File: src/rtl/ide_pio_pkg.sv
// Shared types and PIO timing table for the Gayle IDE PIO strobe sequencer.
package ide_pio_pkg;

  typedef enum logic [2:0] {
    StIdle,
    StSetup,
    StActive,
    StAck,
    StRecover
  } state_e;

  typedef logic [1:0] mode_t;

  typedef struct packed {
    logic [2:0] setup;
    logic [2:0] active;
    logic [2:0] recover;
  } timing_t;

  // Phase lengths in CLKCPU cycles, indexed by PIO mode; every entry is >= 1.
  localparam timing_t TimingTable [4] = '{
    '{setup: 3'd3, active: 3'd6, recover: 3'd7},
    '{setup: 3'd2, active: 3'd5, recover: 3'd4},
    '{setup: 3'd1, active: 3'd4, recover: 3'd2},
    '{setup: 3'd1, active: 3'd3, recover: 3'd1}
  };

  // A phase of N cycles ends on the edge where the counter, loaded with N-1, reads zero.
  function automatic logic [2:0] load_val(logic [2:0] cycles);
    return cycles - 3'd1;
  endfunction

endpackage

File: src/rtl/ide_pio_seq_if.sv
// CPU-side bus request and IDE strobe signals of the PIO sequencer.
interface ide_pio_seq_if;
  logic AS20;
  logic RW20;
  logic IDE_SEL;
  logic IOR;
  logic IOW;
  logic IDE_ACK;

  modport master (
    output AS20, RW20, IDE_SEL,
    input  IOR, IOW, IDE_ACK
  );

  modport slave (
    input  AS20, RW20, IDE_SEL,
    output IOR, IOW, IDE_ACK
  );
endinterface

File: src/rtl/ide_pio_cnt.sv
// Loadable 3-bit down-counter with zero flag; holds at zero, load wins over decrement.
module ide_pio_cnt (
  input  logic       clk_i,
  input  logic       rst_ni,
  input  logic       load_i,
  input  logic [2:0] load_val_i,
  input  logic       dec_i,
  output logic       zero_o
);

  logic [2:0] cnt_q, cnt_d;

  always_comb begin
    cnt_d = cnt_q;
    if (load_i) begin
      cnt_d = load_val_i;
    end else if (dec_i && (cnt_q != 3'd0)) begin
      cnt_d = cnt_q - 3'd1;
    end
  end

  always_ff @(posedge clk_i) begin
    if (!rst_ni) begin
      cnt_q <= 3'd0;
    end else begin
      cnt_q <= cnt_d;
    end
  end

  assign zero_o = (cnt_q == 3'd0);

endmodule

File: src/rtl/ide_pio_seq.sv
// IDE PIO cycle sequencer: times SETUP/ACTIVE/RECOVER phases around IOR/IOW and
// requests DSACK via IDE_ACK once the active phase has elapsed.
module ide_pio_seq
  import ide_pio_pkg::*;
#(
  parameter mode_t DEF_MODE = 2'd0
) (
  input  logic         CLKCPU,
  input  logic         RESET,
  ide_pio_seq_if.slave bus_io,
  input  mode_t        MODE,
  input  logic         MODE_OVR,
  output logic         BUSY
);

  state_e     state_q, state_d;
  logic       ior_q, ior_d;
  logic       iow_q, iow_d;
  logic       ack_q, ack_d;
  logic       wr_q, wr_d;
  logic       served_q, served_d;
  mode_t      mode_q, mode_d;
  mode_t      mode_eff;
  logic       req;
  logic       cnt_load, cnt_dec, cnt_zero;
  logic [2:0] cnt_val;

  assign mode_eff = MODE_OVR ? DEF_MODE : MODE;
  // Served flag blocks re-entry for a bus cycle that was already acknowledged.
  assign req      = !bus_io.AS20 && !bus_io.IDE_SEL && !served_q;

  always_comb begin
    state_d  = state_q;
    ior_d    = ior_q;
    iow_d    = iow_q;
    ack_d    = ack_q;
    wr_d     = wr_q;
    mode_d   = mode_q;
    served_d = bus_io.AS20 ? 1'b0 : served_q;
    cnt_load = 1'b0;
    cnt_dec  = 1'b0;
    cnt_val  = 3'd0;
    unique case (state_q)
      StIdle: begin
        if (req) begin
          mode_d   = mode_eff;
          wr_d     = ~bus_io.RW20;
          cnt_load = 1'b1;
          cnt_val  = load_val(TimingTable[mode_eff].setup);
          state_d  = StSetup;
        end
      end
      StSetup: begin
        if (bus_io.AS20) begin
          cnt_load = 1'b1;
          cnt_val  = load_val(TimingTable[mode_q].recover);
          state_d  = StRecover;
        end else if (cnt_zero) begin
          ior_d    = wr_q;
          iow_d    = ~wr_q;
          cnt_load = 1'b1;
          cnt_val  = load_val(TimingTable[mode_q].active);
          state_d  = StActive;
        end else begin
          cnt_dec = 1'b1;
        end
      end
      StActive: begin
        if (bus_io.AS20) begin
          ior_d    = 1'b1;
          iow_d    = 1'b1;
          cnt_load = 1'b1;
          cnt_val  = load_val(TimingTable[mode_q].recover);
          state_d  = StRecover;
        end else if (cnt_zero) begin
          ack_d    = 1'b0;
          served_d = 1'b1;
          state_d  = StAck;
        end else begin
          cnt_dec = 1'b1;
        end
      end
      StAck: begin
        if (bus_io.AS20) begin
          ior_d    = 1'b1;
          iow_d    = 1'b1;
          ack_d    = 1'b1;
          cnt_load = 1'b1;
          cnt_val  = load_val(TimingTable[mode_q].recover);
          state_d  = StRecover;
        end
      end
      StRecover: begin
        if (cnt_zero) begin
          state_d = StIdle;
        end else begin
          cnt_dec = 1'b1;
        end
      end
      default: state_d = StIdle;
    endcase
  end

  always_ff @(posedge CLKCPU) begin
    if (!RESET) begin
      state_q  <= StIdle;
      ior_q    <= 1'b1;
      iow_q    <= 1'b1;
      ack_q    <= 1'b1;
      wr_q     <= 1'b0;
      mode_q   <= 2'd0;
      served_q <= 1'b0;
    end else begin
      state_q  <= state_d;
      ior_q    <= ior_d;
      iow_q    <= iow_d;
      ack_q    <= ack_d;
      wr_q     <= wr_d;
      mode_q   <= mode_d;
      served_q <= served_d;
    end
  end

  ide_pio_cnt u_cnt (
    .clk_i      (CLKCPU),
    .rst_ni     (RESET),
    .load_i     (cnt_load),
    .load_val_i (cnt_val),
    .dec_i      (cnt_dec),
    .zero_o     (cnt_zero)
  );

  assign bus_io.IOR     = ior_q;
  assign bus_io.IOW     = iow_q;
  assign bus_io.IDE_ACK = ack_q;
  assign BUSY           = (state_q != StIdle);

endmodule

File: src/flat_wrapper.sv
// flat-port wrapper written by rule: the top's interface ports become plain ports
module ide_pio_seq_flat import ide_pio_pkg::*;
#(
  parameter mode_t DEF_MODE = 2'd0
)
  (CLKCPU, RESET, MODE, MODE_OVR, BUSY, bus_io_AS20, bus_io_RW20, bus_io_IDE_SEL, bus_io_IOR, bus_io_IOW, bus_io_IDE_ACK);
  ide_pio_seq_if bus_io_i ();
  input  logic CLKCPU;
  input  logic RESET;
  input  mode_t MODE;
  input  logic MODE_OVR;
  output logic BUSY;
  input wire logic [$bits(bus_io_i.AS20)-1:0] bus_io_AS20;
  input wire logic [$bits(bus_io_i.RW20)-1:0] bus_io_RW20;
  input wire logic [$bits(bus_io_i.IDE_SEL)-1:0] bus_io_IDE_SEL;
  output wire logic [$bits(bus_io_i.IOR)-1:0] bus_io_IOR;
  output wire logic [$bits(bus_io_i.IOW)-1:0] bus_io_IOW;
  output wire logic [$bits(bus_io_i.IDE_ACK)-1:0] bus_io_IDE_ACK;
  assign bus_io_i.AS20 = bus_io_AS20;
  assign bus_io_i.RW20 = bus_io_RW20;
  assign bus_io_i.IDE_SEL = bus_io_IDE_SEL;
  assign bus_io_IOR = bus_io_i.IOR;
  assign bus_io_IOW = bus_io_i.IOW;
  assign bus_io_IDE_ACK = bus_io_i.IDE_ACK;
  ide_pio_seq #(.DEF_MODE(DEF_MODE)) u_core (.CLKCPU(CLKCPU), .RESET(RESET), .bus_io(bus_io_i), .MODE(MODE), .MODE_OVR(MODE_OVR), .BUSY(BUSY));
endmodule
File: config.mk
export PLATFORM = sky130hd
export DESIGN_NAME = ide_pio_seq_flat
export DESIGN_NICKNAME = d
export VERILOG_FILES = /design/src/rtl/ide_pio_pkg.sv /design/src/rtl/ide_pio_seq_if.sv /design/src/rtl/ide_pio_cnt.sv /design/src/rtl/ide_pio_seq.sv /design/src/flat_wrapper.sv
export SDC_FILE = /design/constraint.sdc
export NUM_CORES = 1
export LEC_CHECK = 0
export ABC_AREA = 0
export CORE_MARGIN = 3
export CORE_UTILIZATION = 40
export DETAILED_ROUTE_END_ITERATION = 16
export HOLD_SLACK_MARGIN = 0.15
export PLACE_DENSITY = 0.71
export SYNTH_ARGS = -nofsm -noshare
export SYNTH_HDL_FRONTEND = slang
export SYNTH_SLANG_ARGS = --single-unit
export TNS_END_PERCENT = 1
File: constraint.sdc
create_clock -name CLKCPU -period 2.85 [get_ports CLKCPU]
set_input_delay 0.285 -clock CLKCPU [delete_from_list [all_inputs] [get_ports CLKCPU]]
set_output_delay 0.285 -clock CLKCPU [all_outputs]
set_load 0.02 [all_outputs]
==> results.json, run 1 <==
{
  "fin_setup_tns_ps": 0,
  "slowest_delay_ps": 650,
  "layout_min_cycle_time_ps": 2150,
  "fin_skew_ps": 3.34,
  "layout_commonest_cell": "dfxtp_1",
  "grt_pass1_wl_um": 3620,
  "powerDensity_nw_per_um2": 539,
  "final_layout_size_suffix_gt1_share_pct": 4.20,
  "worstSkewPairLatency_ps": 290,
  "maxUsedRoutingLayer": "met4",
  "ant_nets": 0,
  "drtPass1Iterations": 4,
  "p_leak_uw": 0.000375,
  "drtIter0Drc": 26,
  "grt_start_max_net_pins": 16,
  "ys_types": 39,
  "crit_arrival_ps": 1870,
  "cts_resized": 0,
  "pre_cts_ws_ps": 765,
  "synth_nets": 123,
  "yosys_warnings": 0,
  "clkSlewWorstSetupHoldPaths_ps": 80,
  "rsz0062_at_grt": "false",
  "layout_setup_ws_ps": 695,
  "worstMarginPinSlew_ps": 513,
  "synth_area_per_cell_um2": 8.12,
  "row_count": 16,
  "synth_edf_count": 0,
  "cts_sinks": 13,
  "hp-class": "flip-flop to flip-flop",
  "ys_ff_latch": 13,
  "async_reset_ff_share_pct": 0,
  "nFillCells": 201,
  "portBuffers": 11,
  "multi_input_area_um2": 577,
  "post_drt_wl_per_cell_um": 14.1,
  "cp.required_ps": 2570,
  "cp-start-kind": "flip-flop",
  "ff_latch_area_um2": 260,
  "initial_core_util_pct": 43.7,
  "postCtsSetupBuffers": 0,
  "worstSetupPathType": "flip-flop to primary output",
  "slew_headroom_pct": 65.7,
  "drc": 0,
  "crit_chain": "nor2_1 > nand2_1 > clkdlybuf4s50_1",
  "dr_total_vias": 859,
  "fmax_ghz": 0.464,
  "core_um2": 2020,
  "gp_congestion": 0.888,
  "grt_overflow": 0,
  "grt_usage_pct": 17.8,
  "mostFrequentLayoutCells": "dfxtp_1 (13), clkdlybuf4s50_1 (11), nor2_1 (9), nand2_1 (8), nor3_1 (8)",
  "routed_wl_um": 2060,
  "drv_slew": 0,
  "ir_drop_mv": 0.378,
  "syn2layout_area_growth_pct": 16.8,
  "syn-cell-area_um2": 885,
  "clockRootBuffer": "clkbuf_4",
  "cts_tree": "built",
  "grt_pass1_vias": 790,
  "dieHeight_um": 53.0,
  "finalHoldViolations": 0,
  "crit_fanout": 14,
  "setup_violations": 0,
  "antenna_found_initial": 0,
  "hpwlAfterDp_um": 1520,
  "wl_met3_um": 115,
  "drv_cap": 0,
  "cp_slowest_cell": "dfxtp_1",
  "drt-met1-wl_um": 920,
  "timing.final.crit_share_pct": 75.6,
  "fp.dieW_um": 53.0,
  "synthFlopType": "dfxtp_1",
  "cts_buffers": 3,
  "io_pins": 12,
  "place_area_um2": 1010,
  "cts_hold_buf": 0,
  "worstSetupEndpointType": "primary output",
  "status": "finished, final reports clean",
  "nets": 134,
  "htree_levels": 1,
  "die-area_um2": 2810,
  "syn_inst": 109,
  "vias_per_cell": 5.88,
  "antenna_cells": 0,
  "wl_met2_um": 968,
  "cts.path.max_buffers": 2,
  "yosysSeqAreaShare_pct": 29.4,
  "fin_area_um2": 1030
}
[path summary, 6_finish.rpt]
kind / start / end / slack [ps] / cells after the start
setup / recovery: u_core.state_q[1]$_SDFFE_PN0P_ / BUSY / 700 / 3
hold / removal: u_core.mode_q[1]$_SDFFE_PN0N_ / u_core.mode_q[1]$_SDFFE_PN0N_ / 500 / 2
setup reg to reg: u_core.state_q[1]$_SDFFE_PN0P_ / u_core.u_cnt.cnt_q[1]$_SDFFE_PN0P_ / 1000 / 4
hold reg to reg: u_core.mode_q[1]$_SDFFE_PN0N_ / u_core.mode_q[1]$_SDFFE_PN0N_ / 500 / 2
[kinds of logic after synthesis]
logic type	count (synthesis)	synth area share, %
flip-flops	13	29.4
XOR/XNOR	4	3.96
adder cells (fa/ha/maj)	6	8.49
AO/OA/AOI/OAI	24	19.7
buffers and inverters	12	5.37
AND/OR/NAND/NOR	49	32.0
multiplexers	1	1.13
[per-stage QoR]
step	hold slack [ps]	utilization (%)	cells	total power, µW
2_1_floorplan	347	-	109	380
3_3_place_gp	479	49.8	142	435
3_5_place_dp	475	49.8	142	439
4_1_cts	505	51.1	146	561
5_1_grt	528	51.1	146	598
6_report	502	51.1	146	557
[flip-flops by register name, indices dropped and copies added (netlist names)]
| register | flops |
|---|---|
| u_core.u_cnt.cnt_q | 3 |
| u_core.mode_q | 2 |
| u_core.bus_io.IDE_ACK | 1 |
| u_core.bus_io.IOR | 1 |
| u_core.served_q | 1 |
| u_core.wr_q | 1 |
| u_core.state_q | 3 |
| u_core.bus_io.IOW | 1 |
[critical path, delay by kind of cell, from the launching register on]
family	cells	cell delay, ps
DFF	1	650
and+or+nand+nor	2	340
buffers and inverters	1	600
[metal layers]
| layer | vias up | global-route usage [%] |
|---|---|---|
| met5 | - | 0 |
| met4 | 0 | 11.5 |
| met3 | 5 | 1.69 |
| met2 | 39 | 27.5 |
| met1 | 389 | 23.5 |
| li1 | 426 | - |
[power breakdown]
part	total [µW]	internal (µW)	switching, µW
registers	226	200	26.0
clock network	119	54.5	64.9
logic	212	94.2	117
total	557	349	208
[area by class of cell]
type / count / share of cell area [%]
Timing Repair Buffer: 11 / 10.7
Tap cell: 27 / 3.27
Multi-Input combinational cell: 84 / 55.8
Sequential cell: 13 / 25.2
Clock buffer: 4 / 2.54
Inverter: 7 / 2.54
[cells in the mapped netlist, types with 3 or more instances]
cell / count / area share [%]
a21oi_1: 4 / 2.3
nand2_1: 8 / 3.4
nor2_1: 9 / 3.8
dfxtp_1: 13 / 29
o31ai_1: 3 / 2.5
nand3b_1: 4 / 3.4
xnor2_1: 3 / 3.0
nand2b_1: 3 / 2.1
nor3b_1: 4 / 3.4
clkbuf_1: 3 / 1.3
o22ai_1: 3 / 2.1
inv_1: 6 / 2.5
nor3_1: 8 / 4.5
ha_1: 6 / 8.5
Power figures use the tool's default switching activity.
==> inputs of run 2 (changes only) <==
Settings changed: PLACE_DENSITY 0.71 to 0.74.
Clock period 2.85 ns to 1.95 ns, I/O delays scaled along.
==> run 2 against run 1 <==
Against the previous run: clock power increased by 48%; die area stayed put; clock skew rose by 1.6 ps.
==> results.json, run 2 (synthesis results as in run 1) <==
{
  "dieHeight_um": 53.0,
  "grt_usage_pct": 18.1,
  "rsz0062_at_grt": "false",
  "drv_slew": 0,
  "reg2reg_slack_ps": 280,
  "hpwlAfterDp_um": 1570,
  "p_leak_uw": 0.000406,
  "fin_cells": 152,
  "cp.required_ps": 1750,
  "fin_setup_tns_ps": 0,
  "row_count": 16,
  "setup_violations": 0,
  "grt_pass1_vias": 817,
  "drtPass1Iterations": 4,
  "vias_per_cell": 5.70,
  "htree_levels": 1,
  "slew_headroom_pct": 72.3,
  "fin_skew_ps": 4.91,
  "dr_total_vias": 867,
  "drc": 0,
  "p_clk_share_pct": 21.2,
  "antenna_found_initial": 0,
  "p_comb_share_pct": 39.0,
  "ant_nets": 0,
  "cts_buffers": 3,
  "layout_min_cycle_time_ps": 1770,
  "timing.reg2reg.worst_path_depth": 6,
  "clockRootBuffer": "clkbuf_4",
  "p_int_uw": 523,
  "finalHoldViolations": 0,
  "holdPathEnd": "u_core.wr_q$_SDFFE_PN0N_",
  "die-area_um2": 2810,
  "core_um2": 2020,
  "grt_start_max_net_pins": 16,
  "grt_overflow": 0,
  "rr_startpoint": "u_core.u_cnt.cnt_q[0]$_SDFFE_PN0P_",
  "switching_share_pct": 37.0,
  "portBuffers": 11,
  "seq_power_share_pct": 39.8,
  "min_path_cells": 2,
  "cp.buffers_inverters": 1,
  "crit_fanout": 15,
  "fmax_ghz": 0.565,
  "cts.path.max_buffers": 2,
  "crit_arrival_ps": 1580,
  "hp-class": "primary input to flip-flop",
  "gp_congestion": 0.859,
  "layout_setup_ws_ps": 180,
  "holdWs_ps": 457,
  "routed_wl_um": 2100,
  "crit_chain": "nor2_2 > nand2_1 > clkdlybuf4s50_1",
  "nets": 140,
  "cts_sinks": 13,
  "switching_power_uw": 308,
  "critical_path_depth": 3,
  "worstSetupPathType": "flip-flop to primary output",
  "layout_commonest_cell": "clkdlybuf4s50_1",
  "final_layout_size_suffix_gt1_share_pct": 12.0,
  "drtIter0Drc": 17,
  "worstSetupEndpointType": "primary output",
  "ir_drop_mv": 0.540,
  "powerDensity_nw_per_um2": 766,
  "timing.final.crit_share_pct": 90.8,
  "worstSkewPairLatency_ps": 290,
  "pre_cts_ws_ps": 157,
  "cts_hold_buf": 0,
  "grt_pass1_wl_um": 3650,
  "r2r_end": "u_core.u_cnt.cnt_q[2]$_SDFFE_PN0P_",
  "top_regs": "u_core.state_q x3, u_core.u_cnt.cnt_q x3, u_core.mode_q x2",
  "dp.cells": 148,
  "fp.dieW_um": 53.0,
  "crit_family": "buffers and inverters",
  "antenna_cells": 0,
  "slowest_delay_ps": 590,
  "io_pins": 12,
  "status": "finished, final reports clean",
  "clkSlewWorstSetupHoldPaths_ps": 80,
  "worstMarginPinSlew_ps": 412,
  "cp_slowest_cell": "clkdlybuf4s50_1",
  "cp-start-kind": "flip-flop",
  "syn2layout_area_growth_pct": 22.6,
  "cp-startpoint": "u_core.state_q[0]$_SDFFE_PN0P_",
  "mostFrequentLayoutCells": "clkdlybuf4s50_1 (11), dfxtp_1 (10), nand2_1 (8), nor2_1 (8), nor3_1 (8)",
  "initial_core_util_pct": 43.7,
  "cts_tree": "built",
  "drv_cap": 0,
  "post_drt_wl_per_cell_um": 13.8,
  "holdCritStartpoint": "bus_io_RW20"
}
-- run 2: worst max-delay path by stage --
| stage | end | slack [ps] |
|---|---|---|
| after detailed placement | u_core.u_cnt.cnt_q[1]$_SDFFE_PN0P_ | 160 |
| after global routing | BUSY | 80 |
| after CTS | BUSY | 20 |
| after global placement | u_core.u_cnt.cnt_q[1]$_SDFFE_PN0P_ | 200 |
| after floorplan | u_core.u_cnt.cnt_q[2]$_SDFFE_PN0P_ | 420 |
| final | BUSY | 180 |
-- run 2: layout make-up --
class	instances	area [µm²]
multi-input combinational	84	579
timing repair buffer	17	155
tap	27	33.8
inverter	7	26.3
clock buffer	4	26.3
sequential	13	264
fill	192	937
-- run 2: layer usage --
metal / GRT usage [%] / wire length (µm) / up-vias
li1: - / - / 432
met1: 24.1 / 955 / 394
met2: 26.4 / 920 / 34
met3: 3.38 / 157 / 7
met4: 11.1 / 70 / 0
met5: 0 / 0 / -
-- run 2: what timing repair did --
item,CTS,global route
gates resized for setup,2,2
gates cloned,0,0
pin swaps,0,0
setup endpoints to repair,1,1
setup buffers,0,0
-- run 2: power by group through the flow --
stage | combinational, µW | clock [µW] | sequential [µW]
3_5_place_dp | 319 | 0 | 335
4_1_cts | 323 | 185 | 330
5_1_grt | 358 | 202 | 337
6_report | 324 | 176 | 331
2_1_floorplan | 233 | 0 | 323
3_3_place_gp | 313 | 0 | 334
-- run 2: through the flow --
| stage | util [%] | cell area (µm²) | total power (µW) |
|---|---|---|---|
| 6_report | 53.7 | 1080 | 831 |
| 5_1_grt | 53.7 | 1080 | 897 |
| 4_1_cts | 53.5 | 1080 | 838 |
| 3_5_place_dp | 52.0 | 1050 | 654 |
| 3_3_place_gp | 52.0 | 1050 | 647 |
| 2_1_floorplan | - | 885 | 556 |
==> inputs of run 3 (changes only) <==
Settings changed: PLACE_DENSITY 0.74 to 0.71.
Clock period 1.95 ns to 1.8 ns, I/O delays scaled along.
==> run 3 against run 2 <==
Against the previous run: worst setup slack worse by 21 ps; routed wire length grew 2.0%; cell area up 3.5%; clock skew decreased by 3.8 ps; sequential share of layout area is 0.93 points lower; cell count increased by 3.3%; die area unchanged; non-clock buffer count rose by 5; critical endpoint is now u_core.u_cnt.cnt_q[2]$_SDFFE_PN0P_; highest routed layer unchanged.
==> results.json, run 3 (synthesis results as in run 1) <==
{
  "portBuffers": 11,
  "place_area_um2": 1090,
  "antenna_cells": 0,
  "nFillCells": 187,
  "grt_usage_pct": 18.3,
  "rr_startpoint": "u_core.u_cnt.cnt_q[0]$_SDFFE_PN0P_",
  "fmax_ghz": 0.609,
  "syn2layout_area_growth_pct": 26.9,
  "holdCritStartpoint": "bus_io_RW20",
  "grt_pass1_vias": 829,
  "finalHoldViolations": 0,
  "routed_wl_um": 2150,
  "grt_pass1_wl_um": 3710,
  "cts_buffers": 3,
  "fin_skew_ps": 1.07,
  "antenna_found_initial": 0,
  "gp_congestion": 0.830,
  "reg2reg_slack_ps": 160,
  "clkSlewWorstSetupHoldPaths_ps": 80,
  "cp-start-kind": "flip-flop",
  "cts.path.max_buffers": 2,
  "drv_cap": 0,
  "cts_sinks": 13,
  "r2r_end": "u_core.u_cnt.cnt_q[2]$_SDFFE_PN0P_",
  "postCtsSetupBuffers": 0,
  "initial_core_util_pct": 43.7,
  "grt_overflow": 0,
  "post_drt_wl_per_cell_um": 13.7,
  "ir_drop_mv": 0.444,
  "clockRootBuffer": "clkbuf_4",
  "drtPass1Iterations": 5,
  "hp-class": "primary input to flip-flop",
  "hpwlAfterDp_um": 1610,
  "fin_setup_tns_ps": 0,
  "cts_tree": "built",
  "slew_headroom_pct": 71.2,
  "nets": 145,
  "drc": 0,
  "cp-startpoint": "u_core.u_cnt.cnt_q[0]$_SDFFE_PN0P_",
  "min_path_cells": 2,
  "cp.required_ps": 1970,
  "timing.final.crit_share_pct": 91.2,
  "fin_area_um2": 1120,
  "timing.reg2reg.worst_path_depth": 6,
  "htree_levels": 1,
  "grt_start_max_net_pins": 14,
  "worstMarginPinSlew_ps": 426,
  "rsz0062_at_grt": "false",
  "mostFrequentLayoutCells": "buf_4 (11), dfxtp_1 (11), clkdlybuf4s50_1 (10), nor2_1 (9)",
  "dr_total_vias": 896,
  "worstSkewPairLatency_ps": 290,
  "core_um2": 2020,
  "die-area_um2": 2810,
  "row_count": 16,
  "worstSetupEndpointType": "flip-flop",
  "fp.dieW_um": 53.0,
  "status": "finished, final reports clean",
  "setup_violations": 0,
  "drv_slew": 0,
  "crit_arrival_ps": 1810,
  "holdWs_ps": 435,
  "holdPathEnd": "u_core.wr_q$_SDFFE_PN0N_",
  "drtIter0Drc": 28,
  "crit_fanout": 5,
  "layout_min_cycle_time_ps": 1640,
  "worstSetupPathType": "flip-flop to flip-flop",
  "top_regs": "u_core.state_q x3, u_core.u_cnt.cnt_q x3, u_core.mode_q x2",
  "powerDensity_nw_per_um2": 820,
  "utilization_pct": 55.5,
  "ant_nets": 0,
  "final_layout_size_suffix_gt1_share_pct": 14.6,
  "io_pins": 12,
  "p_leak_uw": 0.000447,
  "vias_per_cell": 5.71,
  "dieHeight_um": 53.0
}
## run 3: cell count changes in the layout (fill, tap and decap cells not counted), sizes merged
cell           delta
buf               +5
clkdlybuf4s50     -1
dlymetal6s2s      +1
## run 3: routing by layer
layer	global-route usage (%)	share of wire (%)
met2	27.5	47
met5	0	0
met4	11.5	2.5
met3	2.25	3.7
met1	24.3	47
## run 3: worst max-delay path by stage
stage / endpoint / slack, ps / cells after the start
floorplan: u_core.u_cnt.cnt_q[2]$_SDFFE_PN0P_ / 270 / 6
global placement: u_core.u_cnt.cnt_q[1]$_SDFFE_PN0P_ / 70 / 6
detailed placement: u_core.u_cnt.cnt_q[1]$_SDFFE_PN0P_ / 30 / 5
CTS: BUSY / 2 / 4
global route: u_core.u_cnt.cnt_q[2]$_SDFFE_PN0P_ / 50 / 6
finish: u_core.u_cnt.cnt_q[2]$_SDFFE_PN0P_ / 160 / 6
## run 3: report_power, final
part | switching, µW | leakage (µW) | internal, µW
combinational | 197 | 0.000325 | 175
sequential | 35.0 | 0.000107 | 318
clock | 109 | 0.0000150 | 86.3
total | 341 | 0.000447 | 579
## run 3: per-stage QoR
step	setup slack [ps]	power [µW]	std cells
after global routing	53.7	983	157
after detailed placement	33.6	725	153
after CTS	1.90	919	157
final	159	920	157
after global placement	73.8	722	153
after floorplan	273	602	109
## run 3: final cells by class
type,instances,area [µm²],area share (%)
inverters,7,26.3,2.34
flip-flops and latches,13,263,23.4
multi-input cells,84,578,51.5
well taps,27,33.8,3.01
repair buffers,22,195,17.4
clock buffers,4,26.3,2.34
## run 3: critical path, cell delays in order (launching register included)
cell and delay [ps]:
dfxtp_1 310, inv_1 60, ha_1 220, nor2b_1 190
o32a_1 360, a221oi_1 250, a311oi_1 130
## run 3: what timing repair did
action | CTS | global route
hold buffers | 0 | 0
endpoints found under the setup margin | 1 | 2
pin swaps | 0 | 0
resized for setup | 2 | 2
